$ cat src/rtl/tx_framer_pkg.sv
// Shared switch package: byte constants for the Ethernet framing, the
// reflected CRC-32 constants, and the transmit framer state enumeration.
package switch_pkg;
  localparam logic [7:0]  PREAMBLE_BYTE   = 8'h55;
  localparam logic [7:0]  SFD_BYTE        = 8'hD5;
  localparam logic [31:0] CRC32_POLY_REFL = 32'hEDB88320;
  localparam logic [31:0] CRC32_INIT      = 32'hFFFFFFFF;
  localparam logic [31:0] CRC32_RESIDUE   = 32'hDEBB20E3;

  typedef enum logic [2:0] {
    IDLE, PREAMBLE, SFD, DATA, PAD, FCS, IFG, DRAIN
  } tx_state_t;
endpackage

$ cat src/rtl/tx_framer_if.sv
// Queue-side handshake between the crossbar output FIFO and the framer.
//   frame_avail_i : at least one complete frame is queued
//   q_empty_i     : queue empty
//   q_rd_o        : read strobe, q_data_i valid the following cycle
//   q_data_i      : {last, byte}
// master = queue side, slave = framer side.
interface tx_framer_if;
  import switch_pkg::*;
  logic       frame_avail_i;
  logic       q_empty_i;
  logic       q_rd_o;
  logic [8:0] q_data_i;

  modport master (output frame_avail_i, q_empty_i, q_data_i, input q_rd_o);
  modport slave  (input frame_avail_i, q_empty_i, q_data_i, output q_rd_o);
endinterface

$ cat src/rtl/tx_framer_crc.sv
// crc32_update_8: combinational one-byte step of the reflected CRC-32
// (poly 0xEDB88320), LSB of the byte first. No init, no final complement.
//   crc      : current register
//   data     : byte to absorb
//   crc_next : register after the byte
module crc32_update_8
  import switch_pkg::*;
(
  input  logic [31:0] crc,
  input  logic [7:0]  data,
  output logic [31:0] crc_next
);
  always_comb begin
    crc_next = crc ^ {24'h0, data};
    for (int i = 0; i < 8; i++)
      crc_next = crc_next[0] ? ((crc_next >> 1) ^ CRC32_POLY_REFL) : (crc_next >> 1);
  end
endmodule

$ cat src/rtl/tx_framer.sv
// tx_framer: egress framer. Pulls a {last,data} frame from the output queue,
// sends preamble/SFD, the frame bytes, optional zero pad and a regenerated
// CRC-32 FCS, then holds the inter-frame gap.
// Ports:
//   clk, reset   : clock, synchronous active-high reset
//   q            : queue handshake (tx_framer_if.slave)
//   tx_data      : registered TX byte
//   tx_ctrl      : registered, 1 while tx_data is preamble..FCS
//   busy_o       : state != IDLE
//   frame_sent_o : pulse with the last FCS byte
//   underrun_o   : pulse when the queue runs dry mid-frame
// Build option: define TX_PAD_EN to zero-pad runts up to P_MIN_FRAME.
module tx_framer
  import switch_pkg::*;
#(
  parameter int P_PREAMBLE_LEN = 7,
  parameter int P_MIN_FRAME    = 60,
  parameter int P_IFG_CYCLES   = 12
)(
  input  logic        clk,
  input  logic        reset,
  tx_framer_if.slave  q,
  output logic [7:0]  tx_data,
  output logic        tx_ctrl,
  output logic        busy_o,
  output logic        frame_sent_o,
  output logic        underrun_o
);
  localparam logic [2:0] ST_IDLE     = IDLE;
  localparam logic [2:0] ST_PREAMBLE = PREAMBLE;
  localparam logic [2:0] ST_SFD      = SFD;
  localparam logic [2:0] ST_DATA     = DATA;
  localparam logic [2:0] ST_PAD      = PAD;
  localparam logic [2:0] ST_FCS      = FCS;
  localparam logic [2:0] ST_IFG      = IFG;
  localparam logic [2:0] ST_DRAIN    = DRAIN;

`ifdef TX_PAD_EN
  localparam bit PAD_EN = 1'b1;
`else
  localparam bit PAD_EN = 1'b0;
`endif

  localparam logic [15:0] PRE_LAST = 16'(P_PREAMBLE_LEN - 1);
  localparam logic [15:0] IFG_LAST = 16'(P_IFG_CYCLES - 1);
  localparam logic [15:0] FCS_LAST = 16'd3;
  localparam logic [10:0] MIN_LEN  = 11'(P_MIN_FRAME);

  logic [2:0]  state;
  logic [15:0] cnt;
  logic [10:0] len, len_nxt;
  logic [31:0] crc, crc_nxt;
  logic [7:0]  crc_byte;
  logic        rd_q;       // a read was issued last cycle, q_data_i is fresh
  logic        need_rd;
  logic        underrun_det;
  logic        start;

  assign start   = q.frame_avail_i & ~q.q_empty_i;
  assign len_nxt = (len == 11'h7FF) ? len : len + 11'd1;

  // DRAIN stops reading once the fresh byte carries last
  always_comb begin
    need_rd = 1'b0;
    case (state)
      ST_SFD:   need_rd = 1'b1;
      ST_DATA:  need_rd = ~q.q_data_i[8];
      ST_DRAIN: need_rd = ~(rd_q & q.q_data_i[8]);
      default:  need_rd = 1'b0;
    endcase
  end

  assign q.q_rd_o     = need_rd & ~q.q_empty_i;
  assign underrun_det = ((state == ST_SFD) | (state == ST_DATA)) & need_rd & q.q_empty_i;
  assign busy_o       = (state != ST_IDLE);
  assign crc_byte     = (state == ST_PAD) ? 8'h00 : q.q_data_i[7:0];

  crc32_update_8 u_crc (.crc(crc), .data(crc_byte), .crc_next(crc_nxt));

  always_ff @(posedge clk) begin
    if (reset) begin
      state        <= ST_IDLE;
      cnt          <= '0;
      len          <= '0;
      crc          <= CRC32_INIT;
      rd_q         <= 1'b0;
      tx_data      <= 8'h00;
      tx_ctrl      <= 1'b0;
      frame_sent_o <= 1'b0;
      underrun_o   <= 1'b0;
    end else begin
      rd_q         <= q.q_rd_o;
      tx_data      <= 8'h00;
      tx_ctrl      <= 1'b0;
      frame_sent_o <= 1'b0;
      underrun_o   <= 1'b0;
      case (state)
        ST_IDLE: if (start) begin
          state <= ST_PREAMBLE;
          cnt   <= '0;
          crc   <= CRC32_INIT;
        end
        ST_PREAMBLE: begin
          tx_data <= PREAMBLE_BYTE;
          tx_ctrl <= 1'b1;
          cnt     <= cnt + 16'd1;
          if (cnt == PRE_LAST) state <= ST_SFD;
        end
        ST_SFD: begin
          if (underrun_det) begin
            underrun_o <= 1'b1;
            state      <= ST_DRAIN;
          end else begin
            tx_data <= SFD_BYTE;
            tx_ctrl <= 1'b1;
            len     <= '0;
            state   <= ST_DATA;
          end
        end
        ST_DATA: begin
          // the byte in hand is dropped on underrun: the frame is already corrupt
          if (underrun_det) begin
            underrun_o <= 1'b1;
            state      <= ST_DRAIN;
          end else begin
            tx_data <= q.q_data_i[7:0];
            tx_ctrl <= 1'b1;
            crc     <= crc_nxt;
            len     <= len_nxt;
            if (q.q_data_i[8]) begin
              cnt   <= '0;
              state <= (PAD_EN && (len_nxt < MIN_LEN)) ? ST_PAD : ST_FCS;
            end
          end
        end
        ST_PAD: begin
          tx_data <= 8'h00;
          tx_ctrl <= 1'b1;
          crc     <= crc_nxt;
          len     <= len_nxt;
          if (len_nxt >= MIN_LEN) begin
            cnt   <= '0;
            state <= ST_FCS;
          end
        end
        ST_FCS: begin
          tx_data <= ~crc[7:0];
          tx_ctrl <= 1'b1;
          crc     <= {8'h00, crc[31:8]};
          cnt     <= cnt + 16'd1;
          if (cnt == FCS_LAST) begin
            frame_sent_o <= 1'b1;
            cnt          <= '0;
            state        <= ST_IFG;
          end
        end
        ST_IFG: begin
          cnt <= cnt + 16'd1;
          // jump straight into the next preamble so the gap is exactly P_IFG_CYCLES
          if (cnt == IFG_LAST) begin
            cnt <= '0;
            if (start) begin
              state <= ST_PREAMBLE;
              crc   <= CRC32_INIT;
            end else begin
              state <= ST_IDLE;
            end
          end
        end
        ST_DRAIN: if (rd_q && q.q_data_i[8]) begin
          cnt   <= '0;
          state <= ST_IFG;
        end
        default: state <= ST_IDLE;
      endcase
    end
  end
endmodule
$ cat src/flat_wrapper.sv
// flat-port wrapper written by rule: the top's interface ports become plain ports
module tx_framer_flat import switch_pkg::*;
#(
  parameter int P_PREAMBLE_LEN = 7,
  parameter int P_MIN_FRAME    = 60,
  parameter int P_IFG_CYCLES   = 12
)
  (clk, reset, tx_data, tx_ctrl, busy_o, frame_sent_o, underrun_o, q_frame_avail_i, q_q_empty_i, q_q_data_i, q_q_rd_o);
  tx_framer_if q_i ();
  input  logic clk;
  input  logic reset;
  output logic [7:0] tx_data;
  output logic tx_ctrl;
  output logic busy_o;
  output logic frame_sent_o;
  output logic underrun_o;
  input wire logic [$bits(q_i.frame_avail_i)-1:0] q_frame_avail_i;
  input wire logic [$bits(q_i.q_empty_i)-1:0] q_q_empty_i;
  input wire logic [$bits(q_i.q_data_i)-1:0] q_q_data_i;
  output wire logic [$bits(q_i.q_rd_o)-1:0] q_q_rd_o;
  assign q_i.frame_avail_i = q_frame_avail_i;
  assign q_i.q_empty_i = q_q_empty_i;
  assign q_i.q_data_i = q_q_data_i;
  assign q_q_rd_o = q_i.q_rd_o;
  tx_framer #(.P_PREAMBLE_LEN(P_PREAMBLE_LEN), .P_MIN_FRAME(P_MIN_FRAME), .P_IFG_CYCLES(P_IFG_CYCLES)) u_core (.clk(clk), .reset(reset), .q(q_i), .tx_data(tx_data), .tx_ctrl(tx_ctrl), .busy_o(busy_o), .frame_sent_o(frame_sent_o), .underrun_o(underrun_o));
endmodule
$ cat config.mk
export PLATFORM = sky130hd
export DESIGN_NAME = tx_framer_flat
export DESIGN_NICKNAME = d
export VERILOG_FILES = /design/src/rtl/tx_framer_pkg.sv /design/src/rtl/tx_framer_if.sv /design/src/rtl/tx_framer_crc.sv /design/src/rtl/tx_framer.sv /design/src/flat_wrapper.sv
export SDC_FILE = /design/constraint.sdc
export NUM_CORES = 1
export LEC_CHECK = 0
export ABC_AREA = 0
export BUFFER_PORTS_ARGS = -buffer_cell sky130_fd_sc_hd__buf_2
export CELL_PAD_IN_SITES_DETAIL_PLACEMENT = 1
export CELL_PAD_IN_SITES_GLOBAL_PLACEMENT = 1
export CORE_AREA = 8 8 127 129
export CTS_CLUSTER_SIZE = 10
export DETAILED_ROUTE_END_ITERATION = 6
export DIE_AREA = 0 0 135 137
export GPL_TIMING_DRIVEN = 0
export PLACE_DENSITY = 0.76
export SLEW_MARGIN = 20
export SYNTH_ARGS = -nofsm -noshare
export SYNTH_HDL_FRONTEND = slang
export SYNTH_SLANG_ARGS = --single-unit
$ cat constraint.sdc
create_clock -name clk -period 3.06 [get_ports clk]
set_clock_uncertainty 0.1 [all_clocks]
set_input_delay 0.306 -clock clk [delete_from_list [all_inputs] [get_ports clk]]
set_output_delay 0.306 -clock clk [all_outputs]
set_load 0.02 [all_outputs]
# After elaboration in Yosys (flattened, before gate mapping)
# Cells that the tools add are included.
# totals
out_inout_bits	13
rom_bits	0
n_memories	0
ff_bits	74
latchBits	0
ramBits	0
elab_cells	112
# classes
n_div	0
reduce_logical	14
muxes	44
eq_ne	21
shifts	0
addsub	2
n_bitwise	21
n_lt_le_gt_ge	1
mul	0
# op_table
cell	count
$mux 32	11
$pmux 32 s5	1
$mux 16	7
$not 13->14	8
$pmux 16 s7	1
$mux 11	3
$pmux 11 s3	1
$pmux 8 s4	1
$xor 32x8->32	1
$mux 3	9
$mux 8	3
$pmux 3 s8	1
$add 16x1->16 const B	1
$eq 16x2->1 const B	1
$eq 16x3->1 const B	1
$eq 16x4->1 const B	1
$eq 3x3->1 const B	4
$add 11x1->11 const B	1
$eq 11x11->1 const B	1
$ge 11x6->1 const B	1
$ne 2x1->1 const B	5
$ne 2x2->1 const B	4
$not 8->8	1
$reduce_and 7->1	1
other kinds (18)	34

# Logic depth before layout (Yosys ltp)
# logic_depth
word_depth	21
mapped_depth	10
ltp_nobuf	8

# By module
# From an unflattened synthesis, not the netlist that was laid out.
# hier_totals
hier_cells	570
hier_area_um2	4947.2
# modules_own_cells
mod	seq_area_each_um2	n_inst	area_per_inst_um2	cells_per_inst
tx_framer	1481.4	1	4038.9	507
crc32_update_8	0.0	1	908.4	63

# Least setup slack after synthesis
# No wires, ideal clock.
# synth_timing
kind	register -> register
from	register u_core.len[0]
to	register u_core.state[0]
arrival_time_ps	2771
path_slack_ps	97
period_less_slack_ps	2963
required_time_ps	2868
stages_incl_launch_ff	10
path_cell_list	dfxtp_1 > ha_1 > nand2_1 > nor4_1 > nor2_1 > xnor2_1 > o311ai_0 > clkbuf_1 > o21ai_0 > nor4_1
# synth_via
elab_chain_len	5
elab_cells_between_ends	6
classes_between	1 x add/sub; 1 x order compare; 2 x eq/ne; 1 x mux; 1 x reduce/logical
# synth_lines
element	line_no	rtl
start: declaration	tx_framer.sv:51	logic [10:0] len, len_nxt;
start signal: assignment	tx_framer.sv:129	len <= len_nxt;
start signal: assignment	tx_framer.sv:140	len <= len_nxt;
$add 11x1->11 / $eq 11x11->1 (equally long branches)	tx_framer.sv:60	assign len_nxt = (len == 11'h7FF) ? len : len + 11'd1;
$mux 11 (*)	tx_framer.sv:60	
$ge 11x6->1 (*)	tx_framer.sv:141	if (len_nxt >= MIN_LEN) begin
$ne 2x2->1 (no line) (*)	-	
$reduce_and 7->1 (no line) (*)	-	
end signal: assignment	tx_framer.sv:132	state <= (PAD_EN && (len_nxt < MIN_LEN)) ? ST_PAD : ST_FCS;
end: declaration	tx_framer.sv:49	logic [2:0] state;
# Mark *: on every way between the ends. The rest lies on a longest branch, timed or not.
# A chain may end at the register's enable or synchronous reset.

# Final worst setup path
# layout_timing
from	register u_core.state[0]
to	register u_core.crc[23]
# layout_via
elab_chain_len	18
elab_cells_between_ends	33
classes_between	8 x eq/ne; 12 x mux; 10 x bitwise; 3 x reduce/logical
# layout_lines
element	line_no	rtl
$eq 3x3->1	tx_framer.sv:76, tx_framer.sv:97	
$mux 8	tx_framer.sv:76	assign crc_byte = (state == ST_PAD) ? 8'h00 : q.q_data_i[7:0];
$xor 32x8->32	tx_framer_crc.sv:14	crc_next = crc ^ {24'h0, data};
$mux 32	tx_framer_crc.sv:16	crc_next = crc_next[0] ? ((crc_next >> 1) ^ CRC32_POLY_REFL) : (crc_next >> 1);
$not 13->14 (no line)	-	
$mux 32 (2 in a row)	tx_framer_crc.sv:16	
$not 13->14 (no line)	-	
$mux 32	tx_framer_crc.sv:16	
$not 13->14 (no line)	-	
$mux 32 (2 in a row)	tx_framer_crc.sv:16	
$not 13->14 (no line)	-	
$mux 32	tx_framer_crc.sv:16	
$not 13->14 (no line)	-	
$mux 32	tx_framer_crc.sv:16	
$mux 32	tx_framer.sv:122	if (underrun_det) begin
$pmux 32 s5	tx_framer.sv:97	case (state)
end signal: assignment	tx_framer.sv:128	crc <= crc_nxt;
end signal: assignment	tx_framer.sv:139	crc <= crc_nxt;
end signal: assignment	tx_framer.sv:149	crc <= {8'h00, crc[31:8]};
end: declaration	tx_framer.sv:52	logic [31:0] crc, crc_nxt;
# Several ways; a longest one is shown, not always the timed one. The select of a mux whose other input is x is not followed.

==> flow_metrics.py <==
metrics = {
    "drt": {
        "vias_per_cell": 5.834,
        "vias": 4912,
        "firstDrtPassIters": 4,
        "wl_per_cell_um": 20.87,
        "ant_nets": 0,
        "wirelength_mm": 17.57,
        "drt-initial-drc-count": 388,
        "remaining_drc_errors": 0,
    },
    "pwr": {
        "combPwrFrac_pct": 54.5,
        "power.total_mw": 5.023,
        "powerDensity_nw_per_um2": 862.3,
        "power.share.clock_pct": 22.0,
        "leakagePower_nw": 2.224,
        "ir_drop_uv": 289.0,
        "p_seq_share_pct": 23.5,
        "switching_power_mw": 2.099,
        "p_int_mw": 2.924,
        "p_sw_share_pct": 41.79,
    },
    "logic_synthesis": {
        "synth-xor-area-share_pct": 14.75,
        "synth_top_family_by_area": "compound AO/OA/AOI/OAI gates",
        "netlist_area_um2": 4843,
        "ys_ff_latch": 74,
        "synthMuxAreaShare_pct": 1.705,
        "yosysUniqueCellTypes": 69,
        "syn_avg_cell_area_um2": 8.032,
        "syn_inst": 603,
        "ys_seq_area_share_pct": 30.59,
        "synth-simple-area-share_pct": 22.47,
        "synth_edf_count": 0,
        "async_flop_share_pct": 0,
        "synth-compound-area-share_pct": 25.86,
        "synth.area.top_cells": "dfxtp_1 (31%), nor2_1 (6.0%), a21oi_1 (5.3%)",
        "synth_ff_type": "dfxtp_1",
        "yosys_warnings": 0,
        "syn_nets": 619,
        "synth_top_area_share_pct": 30.59,
        "synth_common_cells": "nor2_1 (78), dfxtp_1 (74), nand2_1 (63)",
        "yosysTopAreaCell": "dfxtp_1",
        "yosysMostFrequentCell": "nor2_1",
        "yosys.area_share.adder_pct": 0.7750,
    },
    "critical_path": {
        "timing.critical_path.mode_cell": "buf_6",
        "slowest_delay_ns": 0.50,
        "crit_arrival_ns": 3.13,
        "cp_max_fo": 10,
        "crit_required_ns": 3.20,
        "cp_top_family": "compound AO/OA/AOI/OAI gates",
        "worst-path-buf-inv": 2,
        "cp-start-kind": "flop",
        "crit_path_top_delay_cell": "xnor3_1",
        "worstSetupPathType": "reg2reg",
        "end_kind": "flop",
        "path_cells": "buf_6 -> or3b_1 -> buf_6 -> a21boi_1 -> nor2_4 -> xor2_4 -> xnor3_1 -> a21bo_1 -> o221a_1",
    },
    "run": {
        "drv_cap": 0,
    },
    "sta": {
        "finalCritPeriodShare_pct": 97.61,
        "setup-violations-final": 0,
        "max_freq_mhz": 334.8,
        "hold_viol": 0,
        "fin_setup_tns_ns": 0,
        "tightest_slew_ns": 0.8795,
        "report.final.slew_viol_count": 0,
        "max_slew_margin_pct": 41.15,
        "min_period_ns": 2.987,
        "rsz0062_at_grt": "yes",
    },
    "final_layout": {
        "nNetsFinal": 669,
        "n_antenna_cell": 0,
        "seq_area_um2": 1481,
        "syn2layout_area_growth_pct": 20.25,
        "multi_input_area_um2": 3352,
        "fin_util_pct": 41.01,
        "drive_gt1_share_pct": 14.44,
        "final_cell_area_um2": 5824,
        "nFillCells": 1731,
    },
    "global_route": {
        "grt_pass1_vias": 5070,
        "grt_pass1_wl_mm": 27.09,
        "grt-ovfl-total": 0,
        "track_usage_pct": 18.74,
        "grt_start_max_net_pins": 15,
        "antenna_found_initial": 0,
    },
    "die": {
        "pin_count": 26,
        "die_x_um": 135,
        "row_count": 44,
        "initial_utilization_pct": 34.10,
        "core_um2": 14200,
        "dieHeight_um": 137,
        "design.die.area_um2": 18500,
    },
    "placement": {
        "hpwl_mm": 12.19,
        "dpl_cell_area_um2": 5194,
        "gp_congestion": 0.8813,
        "io_buffers": 24,
    },
    "clock_tree": {
        "cts_max_level": 3,
        "root_buffer": "clkbuf_16",
        "numCtsBuffers": 9,
        "clkSinkCount": 74,
        "clkLatencyLatePin_ns": 0.35,
        "clock_path_buffers": 2,
        "clk_pin_slew_ns": 0.06,
        "cts_tree": "built",
    },
    "outcome": {
        "status": "completed",
    },
    "hold_path": {
        "hold_class": "in2reg",
    },
}
-- worst paths after layout --
path / startpoint / endpoint / slack, ns / cells past startpoint
worst min register to register: u_core.cnt[15] / u_core.cnt[15] / 0.39 / 1
worst min-delay path: q_q_data_i[1] / u_core.tx_data[1] / 0.12 / 3
worst max-delay path: u_core.state[0] / u_core.crc[23] / 0.07 / 9
worst max register to register: u_core.state[0] / u_core.crc[23] / 0.07 / 9
-- flip-flops by register name, summed over array words and instances (netlist names) --
name and flops:
u_core.cnt 16, u_core.crc 32, u_core.frame_sent_o 1, u_core.len 11
u_core.rd_q 1, u_core.state 3, u_core.tx_ctrl 1, u_core.tx_data 8
u_core.underrun_o 1
-- kinds of logic after synthesis --
logic type	after synthesis
xor+xnor	55
mux	8
flops	74
simple gates	229
compound gates	189
fa+ha+maj	3
buf+inv	45
-- placed cells by master, fill, tap and decap left out, types with 10 or more instances in the layout --
cell,count
xor2_1,10
clkbuf_1,22
buf_4,15
o21ai_0,41
buf_2,27
a21oi_1,49
nor2b_1,12
nor2_1,75
inv_1,10
nor3_1,13
xnor2_1,25
a31oi_1,16
dfxtp_1,74
nand2_1,62
-- per-stage QoR --
step | cells | setup slack [ns] | hold slack [ns]
after floorplan | 603 | 0.09678 | 0.3446
after global placement | 811 | -1.020 | 0.3680
after detailed placement | 811 | -1.025 | 0.3731
after CTS | 831 | 0.001593 | 0.1108
after global routing | 842 | -0.06587 | 0.1609
final | 842 | 0.07317 | 0.1237
-- per-layer routing --
| metal | vias to the layer above | wire length [um] | GRT usage, % | part of all wire, % |
|---|---|---|---|---|
| li1 | 2293 | - | - | - |
| met1 | 2459 | 7608 | 21.61 | 43 |
| met2 | 135 | 8829 | 32.68 | 50 |
| met3 | 25 | 787 | 4.258 | 4.5 |
| met4 | 0 | 348 | 8.081 | 2.0 |
| met5 | - | 0 | 0 | 0 |
-- power by group through the flow --
stage	clock [mW]	combinational (mW)	sequential, mW
6_report	1.10	2.74	1.18
5_1_grt	1.16	2.93	1.19
4_1_cts	1.12	2.55	1.18
3_5_place_dp	0	2.38	1.20
3_3_place_gp	0	2.31	1.19
2_1_floorplan	0	1.79	1.19
-- worst register-to-register path, delay by kind of cell (launching register included) --
kind | cells | cell delay (ns)
buffers and inverters | 2 | 0.32
flip-flops | 1 | 0.30
AND/OR/NAND/NOR | 2 | 0.54
XOR/XNOR | 2 | 0.80
AO/OA/AOI/OAI | 3 | 0.81
-- cell type report --
class	instances	share of cell area [%]
Timing Repair Buffer	41	4.683
Sequential cell	74	25.43
Buffer	31	2.470
Clock inverter	2	0.6015
Multi-Input combinational cell	484	57.55
Inverter	12	0.7734
Clock buffer	14	4.533
Tap cell	184	3.953
-- what timing repair did --
action / CTS / global route
endpoints found under the setup margin: 49 / 34
setup buffers: 6 / 11
hold buffers: 0 / 0
resized for setup: 19 / 23
pin swaps: 2 / 6
Note: power is estimated with default switching activity, not from simulation.
